[config.mk]
export PLATFORM = sky130hd
export DESIGN_NAME = jump_sequencer
export DESIGN_NICKNAME = d
export VERILOG_FILES = /design/src/rtl/jump_sequencer.sv
export SDC_FILE = /design/constraint.sdc
export NUM_CORES = 1
export LEC_CHECK = 0
export CORE_MARGIN = 3
export CORE_UTILIZATION = 43
export CTS_BUF_LIST = sky130_fd_sc_hd__clkbuf_8
export CTS_CLUSTER_DIAMETER = 30
export DETAILED_ROUTE_END_ITERATION = 10
export PLACE_DENSITY = 0.87
export SYNTH_ARGS = -nofsm -noshare
export SYNTH_HDL_FRONTEND = slang
export SYNTH_SLANG_ARGS = --single-unit
[constraint.sdc]
create_clock -name clock -period 2.1 [get_ports clock]
set_clock_uncertainty 0.2 [all_clocks]
set_input_delay 0.42 -clock clock [delete_from_list [all_inputs] [get_ports clock]]
set_output_delay 0.42 -clock clock [all_outputs]
set_load 0.05 [all_outputs]
[src/rtl/jump_sequencer.sv]
// rtl/jump_sequencer.sv - PC sequencer for MIPS J/JAL/JR/JALR with link write and error pulses.
// Optional MIPS branch-delay-slot behaviour is enabled by defining JUMP_DELAY_SLOT_EN.
module jump_sequencer #(
    parameter logic [31:0] RESET_PC = 32'h0040_0000
) (
    input  logic        clock,
    input  logic        reset_n,
    input  logic        instr_valid,
    input  logic        stall,
    input  logic [31:0] instr,
    input  logic [31:0] rs_value,
    output logic [31:0] pc,
    output logic        link_we,
    output logic [4:0]  link_addr,
    output logic [31:0] link_data,
    output logic        jump_taken,
    output logic        align_err,
    output logic        slot_err
);
    localparam logic [5:0] OP_SPECIAL = 6'h00;
    localparam logic [5:0] OP_J       = 6'h02;
    localparam logic [5:0] OP_JAL     = 6'h03;
    localparam logic [5:0] FN_JR      = 6'h08;
    localparam logic [5:0] FN_JALR    = 6'h09;

    logic [31:0] pc_q, pc_d;
    logic        link_we_q, link_we_d;
    logic [4:0]  link_addr_q, link_addr_d;
    logic [31:0] link_data_q, link_data_d;
    logic        jump_taken_q, jump_taken_d;
    logic        align_err_q, align_err_d;

    logic        accept;
    logic        is_j, is_jal, is_jr, is_jalr, is_jump_class, is_link;
    logic        misaligned, valid_jump;
    logic [31:0] pc_plus4, index_target, target;
    logic [4:0]  new_link_addr;

    always_comb begin
        accept        = instr_valid && !stall;
        is_j          = (instr[31:26] == OP_J);
        is_jal        = (instr[31:26] == OP_JAL);
        is_jr         = (instr[31:26] == OP_SPECIAL) && (instr[5:0] == FN_JR);
        is_jalr       = (instr[31:26] == OP_SPECIAL) && (instr[5:0] == FN_JALR);
        is_jump_class = is_j || is_jal || is_jr || is_jalr;
        is_link       = is_jal || is_jalr;
        misaligned    = (is_jr || is_jalr) && (rs_value[1:0] != 2'b00);
        valid_jump    = is_jump_class && !misaligned;
        pc_plus4      = pc_q + 32'd4;
        // Region bits come from PC+4, not PC, so a jump in the last word of a region leaves it.
        index_target  = {pc_plus4[31:28], instr[25:0], 2'b00};
        target        = (is_jr || is_jalr) ? rs_value : index_target;
        new_link_addr = is_jal ? 5'd31 : instr[15:11];
    end

`ifdef JUMP_DELAY_SLOT_EN
    typedef enum logic {RUN = 1'b0, SLOT = 1'b1} state_t;

    state_t      state_q, state_d;
    logic [31:0] pending_q, pending_d;
    logic        slot_err_q, slot_err_d;
    logic [31:0] pc_plus8;

    always_ff @(posedge clock or negedge reset_n) begin
        if (!reset_n) begin
            state_q <= RUN;
        end else begin
            state_q <= state_d;
        end
    end

    always_comb begin
        state_d = state_q;
        if (accept) begin
            case (state_q)
                RUN:     if (valid_jump) state_d = SLOT;
                SLOT:    state_d = RUN;
                default: state_d = RUN;
            endcase
        end
    end

    always_comb begin
        pc_plus8     = pc_q + 32'd8;
        pc_d         = pc_q;
        pending_d    = pending_q;
        link_we_d    = 1'b0;
        link_addr_d  = link_addr_q;
        link_data_d  = link_data_q;
        jump_taken_d = 1'b0;
        align_err_d  = 1'b0;
        slot_err_d   = 1'b0;
        if (accept) begin
            if (state_q == SLOT) begin
                // Slot instruction executes as sequential work; any jump in it is squashed.
                pc_d         = pending_q;
                jump_taken_d = 1'b1;
                slot_err_d   = is_jump_class;
            end else begin
                pc_d        = pc_plus4;
                align_err_d = misaligned;
                if (valid_jump) begin
                    pending_d = target;
                    if (is_link) begin
                        link_we_d   = 1'b1;
                        link_addr_d = new_link_addr;
                        link_data_d = pc_plus8;
                    end
                end
            end
        end
    end

    always_ff @(posedge clock or negedge reset_n) begin
        if (!reset_n) begin
            pending_q  <= 32'd0;
            slot_err_q <= 1'b0;
        end else begin
            pending_q  <= pending_d;
            slot_err_q <= slot_err_d;
        end
    end

    assign slot_err = slot_err_q;
`else
    always_comb begin
        pc_d         = pc_q;
        link_we_d    = 1'b0;
        link_addr_d  = link_addr_q;
        link_data_d  = link_data_q;
        jump_taken_d = 1'b0;
        align_err_d  = 1'b0;
        if (accept) begin
            if (valid_jump) begin
                pc_d         = target;
                jump_taken_d = 1'b1;
                if (is_link) begin
                    link_we_d   = 1'b1;
                    link_addr_d = new_link_addr;
                    link_data_d = pc_plus4;
                end
            end else begin
                pc_d        = pc_plus4;
                align_err_d = misaligned;
            end
        end
    end

    assign slot_err = 1'b0;
`endif

    always_ff @(posedge clock or negedge reset_n) begin
        if (!reset_n) begin
            pc_q         <= RESET_PC;
            link_we_q    <= 1'b0;
            link_addr_q  <= 5'd0;
            link_data_q  <= 32'd0;
            jump_taken_q <= 1'b0;
            align_err_q  <= 1'b0;
        end else begin
            pc_q         <= pc_d;
            link_we_q    <= link_we_d;
            link_addr_q  <= link_addr_d;
            link_data_q  <= link_data_d;
            jump_taken_q <= jump_taken_d;
            align_err_q  <= align_err_d;
        end
    end

    assign pc         = pc_q;
    assign link_we    = link_we_q;
    assign link_addr  = link_addr_q;
    assign link_data  = link_data_q;
    assign jump_taken = jump_taken_q;
    assign align_err  = align_err_q;
endmodule

== After elaboration in Yosys (flattened, before gate mapping) ==
Index checks and enable logic that the tools add are counted.

* Word-level logic and storage cells: 36
* Bits of input ports: 68
* Output and inout bits: 73
* Bits in registers: 72

* $add $sub $neg: 1
* Muxes and demuxes: 10
* Equal/unequal tests: 4
* Reductions and logical operators: 15

{| class="wikitable"
|+ Operators with widths
! kind !! count
|-
| 2-to-1 mux 32 bit || 2
|-
| adder 32 x 3 -> 32 bit (second input constant) || 1
|-
| == test 6 x 2 -> 1 bit (second input constant) || 2
|-
| == test 6 x 4 -> 1 bit (second input constant) || 2
|-
| 2-to-1 mux 1 bit || 7
|-
| logical NOT 6 bit || 1
|-
| logical AND 1 bit || 5
|-
| logical OR 1 bit || 5
|-
| 2-to-1 mux 5 bit || 1
|-
| AND reduction 3 bit || 1
|-
| logical NOT 1 bit || 2
|-
| nonzero test 2 bit || 1
|}

== Longest topological paths before layout ==
* Depth after elaboration: 8
* Mapped depth: 7
* Gate-level depth less buffers: 6

== Worst setup path after synthesis ==
No wires, ideal clock.

* Kind: reg2reg
* Start: reg pc_q[5] (netlist: pc[5])
* End: reg pc_q[19] (netlist: pc[19])
* Required time: 1.776 ns
* Path slack: -0.436 ns
* Data arrival time: 2.213 ns
* Period minus slack after synthesis: 2.536 ns
* Path buffers: 1
* Cell stages (with the launch flop): 7
* Library setup time: 0.124 ns
* Path through: dfrtp_1 buf_2 nand4_2 nor4_2 nand4_1 a21o_1 a211o_1

* Cells in the longest elaborated chain, start to end: 2

{| class="wikitable"
|+ Ends and longest elaborated chain
! element !! RTL line !! text
|-
| start, declared || 26 || <nowiki>logic [31:0] pc_q, pc_d;</nowiki>
|-
| start signal, assigned || 161 || <nowiki>pc_q <= pc_d;</nowiki>
|-
| adder 32 x 3 -> 32 bit || 49 || <nowiki>pc_plus4 = pc_q + 32'd4;</nowiki>
|-
| 2-to-1 mux 32 bit || 134 || <nowiki>if (valid_jump) begin</nowiki>
|}

No other way between the ends.
A chain may end at the register's enable or synchronous reset.

== Worst setup path after layout ==
* Start: in instr[28]
* End: reg link_data_q[0] (netlist: link_data[0])

* Cells in the longest elaborated chain, start to end: 7
* Elaborated cells between the ends (all ways): 14
* Classes of those cells: eq/ne: 2; reduce/logical: 12

{| class="wikitable"
|+ Ends and longest elaborated chain
! element !! RTL line !! text
|-
| start, declared || 10 || <nowiki>input logic [31:0] instr,</nowiki>
|-
| logical NOT 6 bit || 43, 44 ||
|-
| logical AND 1 bit (on tied branches) || 43, 44 ||
|-
| logical OR 1 bit || 47 || <nowiki>misaligned = (is_jr || is_jalr) && (rs_value[1:0] != 2'b00);</nowiki>
|-
| logical AND 1 bit || 47 ||
|-
| logical NOT 1 bit || 48 || <nowiki>valid_jump = is_jump_class && !misaligned;</nowiki>
|-
| logical AND 1 bit || 48 ||
|-
| AND reduction 3 bit (no source line) * || - ||
|-
| end signal, assigned || 164 || <nowiki>link_data_q <= link_data_d;</nowiki>
|-
| end, declared || 29 || <nowiki>logic [31:0] link_data_q, link_data_d;</nowiki>
|}

Mark *: on every way between the ends. The rest lies on a longest branch, timed or not.

==> metrics.csv <==
metric,value,unit
status,"complete, but fails checks",
violations,negative setup slack,
numPlacedInstances,757,
p_leak,3.06,nW
min_period_over_period,1.00,
path_max_fanout,7,
dieArea,0.0108,mm²
totalWireLength,15.9,mm
start_kind,input port,
cts_made_buffers,9,
dieWidth,104,µm
hold_viol,0,
gp_congestion,0.882,
hp-class,input port to register,
wl_per_cell,19.9,µm
track_usage,0.275,
worstSetupPathType,input port to register,
fmaxAchievable,475,MHz
final_antenna_net_count,0,
rsz0062_at_grt,yes,
synth_warnings,0,
hold_ws,196,ps
cts_root_buffer,clkbuf_8,
combPwrFrac,0.398,
grt_max_degree,30,
grt_first_pass_wirelength,24.0,mm
ioPinCount,141,
final_area,0.00666,mm²
vdd_drop_max,0.000472,V
intPower,2.72,mW
cp_slowest_cell,a211oi_4,
wl_met2,7.68,mm
grt-ovfl-total,0,
fin_util,0.717,
drc,0,
placeableCoreArea,0.00928,mm²
path_clk_slew,80,ps
wl_met3,1.41,mm
antenna_found_initial,0,
ys.flop_type,dfrtp_1,
first_pass_iters,5,
power.switching,1.77,mW
drt-initial-drc-count,271,
ys_seq_area_frac,0.439,
synth.most_common_cell,dfrtp_1,
power_density,674,mW/mm²
cts_tree,yes,
syn-num-nets,513,
portBuffers,139,
area_growth,62.0,%
avgSynthCellArea,9.26,µm²
cts_sinks,72,
wl_met1,6.18,mm
p_clk_frac,0.218,
num_vias,4593,
fp-row-count,35,
setup_viol,2,
clk_latency,350,ps
p_total,4.49,mW
post_route_cells_drive_above_1_share,0.406,
pwr-share-seq,0.384,
crit_required,2140,ps
cts_buffer_depth,2,
top_layer,met4,
htreeDepth,3,
die_h,104,µm
synth_edf_count,0,
async_flop_share,1.00,
hpwl,10.9,mm
worstPathArrival,2140,ps
finalNetCount,734,
critPathMaxStageDelay,380,ps
switching_share,0.394,
fin_cells,799,
viasPerCell,5.75,
dpl_worst_slack,-589,ps
antennaDiodeCount,0,
fin_ws,-6.72,ps
synth_cells,444,
yosys-top-cells-area,"dfrtp_1 43%, a21oi_1 6.2%, nand2_1 4.7%, nor2_1 4.3%, xnor2_1 4.0%",
grt_pass1_vias,4720,
netlist_area,0.00411,mm²
yosys.area.top_type_share,0.432,
initial_utilization,0.443,
synth_cell_types,70,
cap_violations,0,
placed_area,0.00606,mm²
path_cells,"clkdlybuf4s15_1, nor4_4, buf_4, nand4_1, a211oi_4, buf_6, mux2_2",
synth_seq_cells,72,
synth_commonest_cells,"71 x dfrtp_1, 51 x a21oi_1, 51 x nand2_1",
slew_violations,0,
fin_crit,2110,ps
worstSetupEndpointType,register,
yosysTopAreaCell,dfrtp_1,
tns,-10.5,ps
-- power groups by stage --
| stage | clock, mW | sequential, mW | combinational [mW] |
|---|---|---|---|
| after detailed placement | 0 | 1.75 | 1.57 |
| after CTS | 0.984 | 1.72 | 1.60 |
| after floorplan | 0 | 2.20 | 0.453 |
| after global routing | 1.06 | 1.74 | 1.86 |
| final | 0.979 | 1.73 | 1.79 |
| after global placement | 0 | 1.74 | 1.54 |
-- cells by family after synthesis --
family / count (synthesis) / synth area share
compound gates: 117 / 0.184
xor+xnor: 26 / 0.0554
fa+ha+maj: 1 / 0.00304
buf+inv: 33 / 0.0417
flops: 72 / 0.439
mux: 13 / 0.0329
other cells: 1 / 0.000912
simple gates: 181 / 0.243
-- layout make-up --
class | count | area [µm²]
repair buffers | 239 | 2100
clock inverters | 6 | 28.8
clock buffers | 10 | 138
multi-input cells | 339 | 2390
well taps | 129 | 161
flip-flops and latches | 72 | 1830
inverters | 4 | 15.0
fillers | 682 | 2620
-- placed cells by master (no fill, tap or decap), drive strengths merged, types with 3 or more instances in the layout --
master,instances
a211o,8
a211oi,4
a21o,4
a21oi,51
a221o,7
a31oi,4
and2,5
and3,12
and4,6
buf,173
clkbuf,12
clkdlybuf4s15,3
clkdlybuf4s50,53
dfrtp,71
dlygate4sd2,5
inv,7
mux2,4
mux2i,9
nand2,51
nand3,18
nand4,8
nor2,48
nor2b,5
nor3,9
nor3b,4
nor4,7
o21ai,19
o221ai,4
xnor2,19
xor2,7
-- metal layers --
metal	vias to the layer above	global-route usage
met3	61	0.0822
met2	267	0.455
met5	-	0
li1	2045	-
met1	2220	0.342
met4	0	0.0988
-- critical path: cells and delay by family --
kind                   cells  cell delay (ps)
buffers and inverters      3              590
AND/OR/NAND/NOR            2              410
AO/OA/AOI/OAI              1              380
multiplexers               1              330
-- sequential cells by signal (all words and copies together), names as in the netlist --
name	cells
jump_taken	1
link_we	1
pc	32
link_addr	5
align_err	1
link_data	32
-- final timing paths --
check	from	endpoint	slack, ps	depth (start not counted)
min in group asynchronous	reset_n	pc[1]	310	2
worst max register to register	pc[7]	pc[29]	0	6
max in group asynchronous	reset_n	pc[22]	710	3
worst max-delay path	instr[28]	link_data[0]	-7	7
worst min register to register	link_data[17]	link_data[17]	330	2
worst min-delay path	instr[5]	pc[7]	200	3
-- what timing repair did --
item,in CTS,in global routing
gates resized for setup,29,40
endpoints found under the hold margin,24,0
endpoints found under the setup margin,66,61
hold buffers,1,0
pin swaps,7,17
buffers inserted,4,19
cloned,1,1
Power figures use the tool's default switching activity.
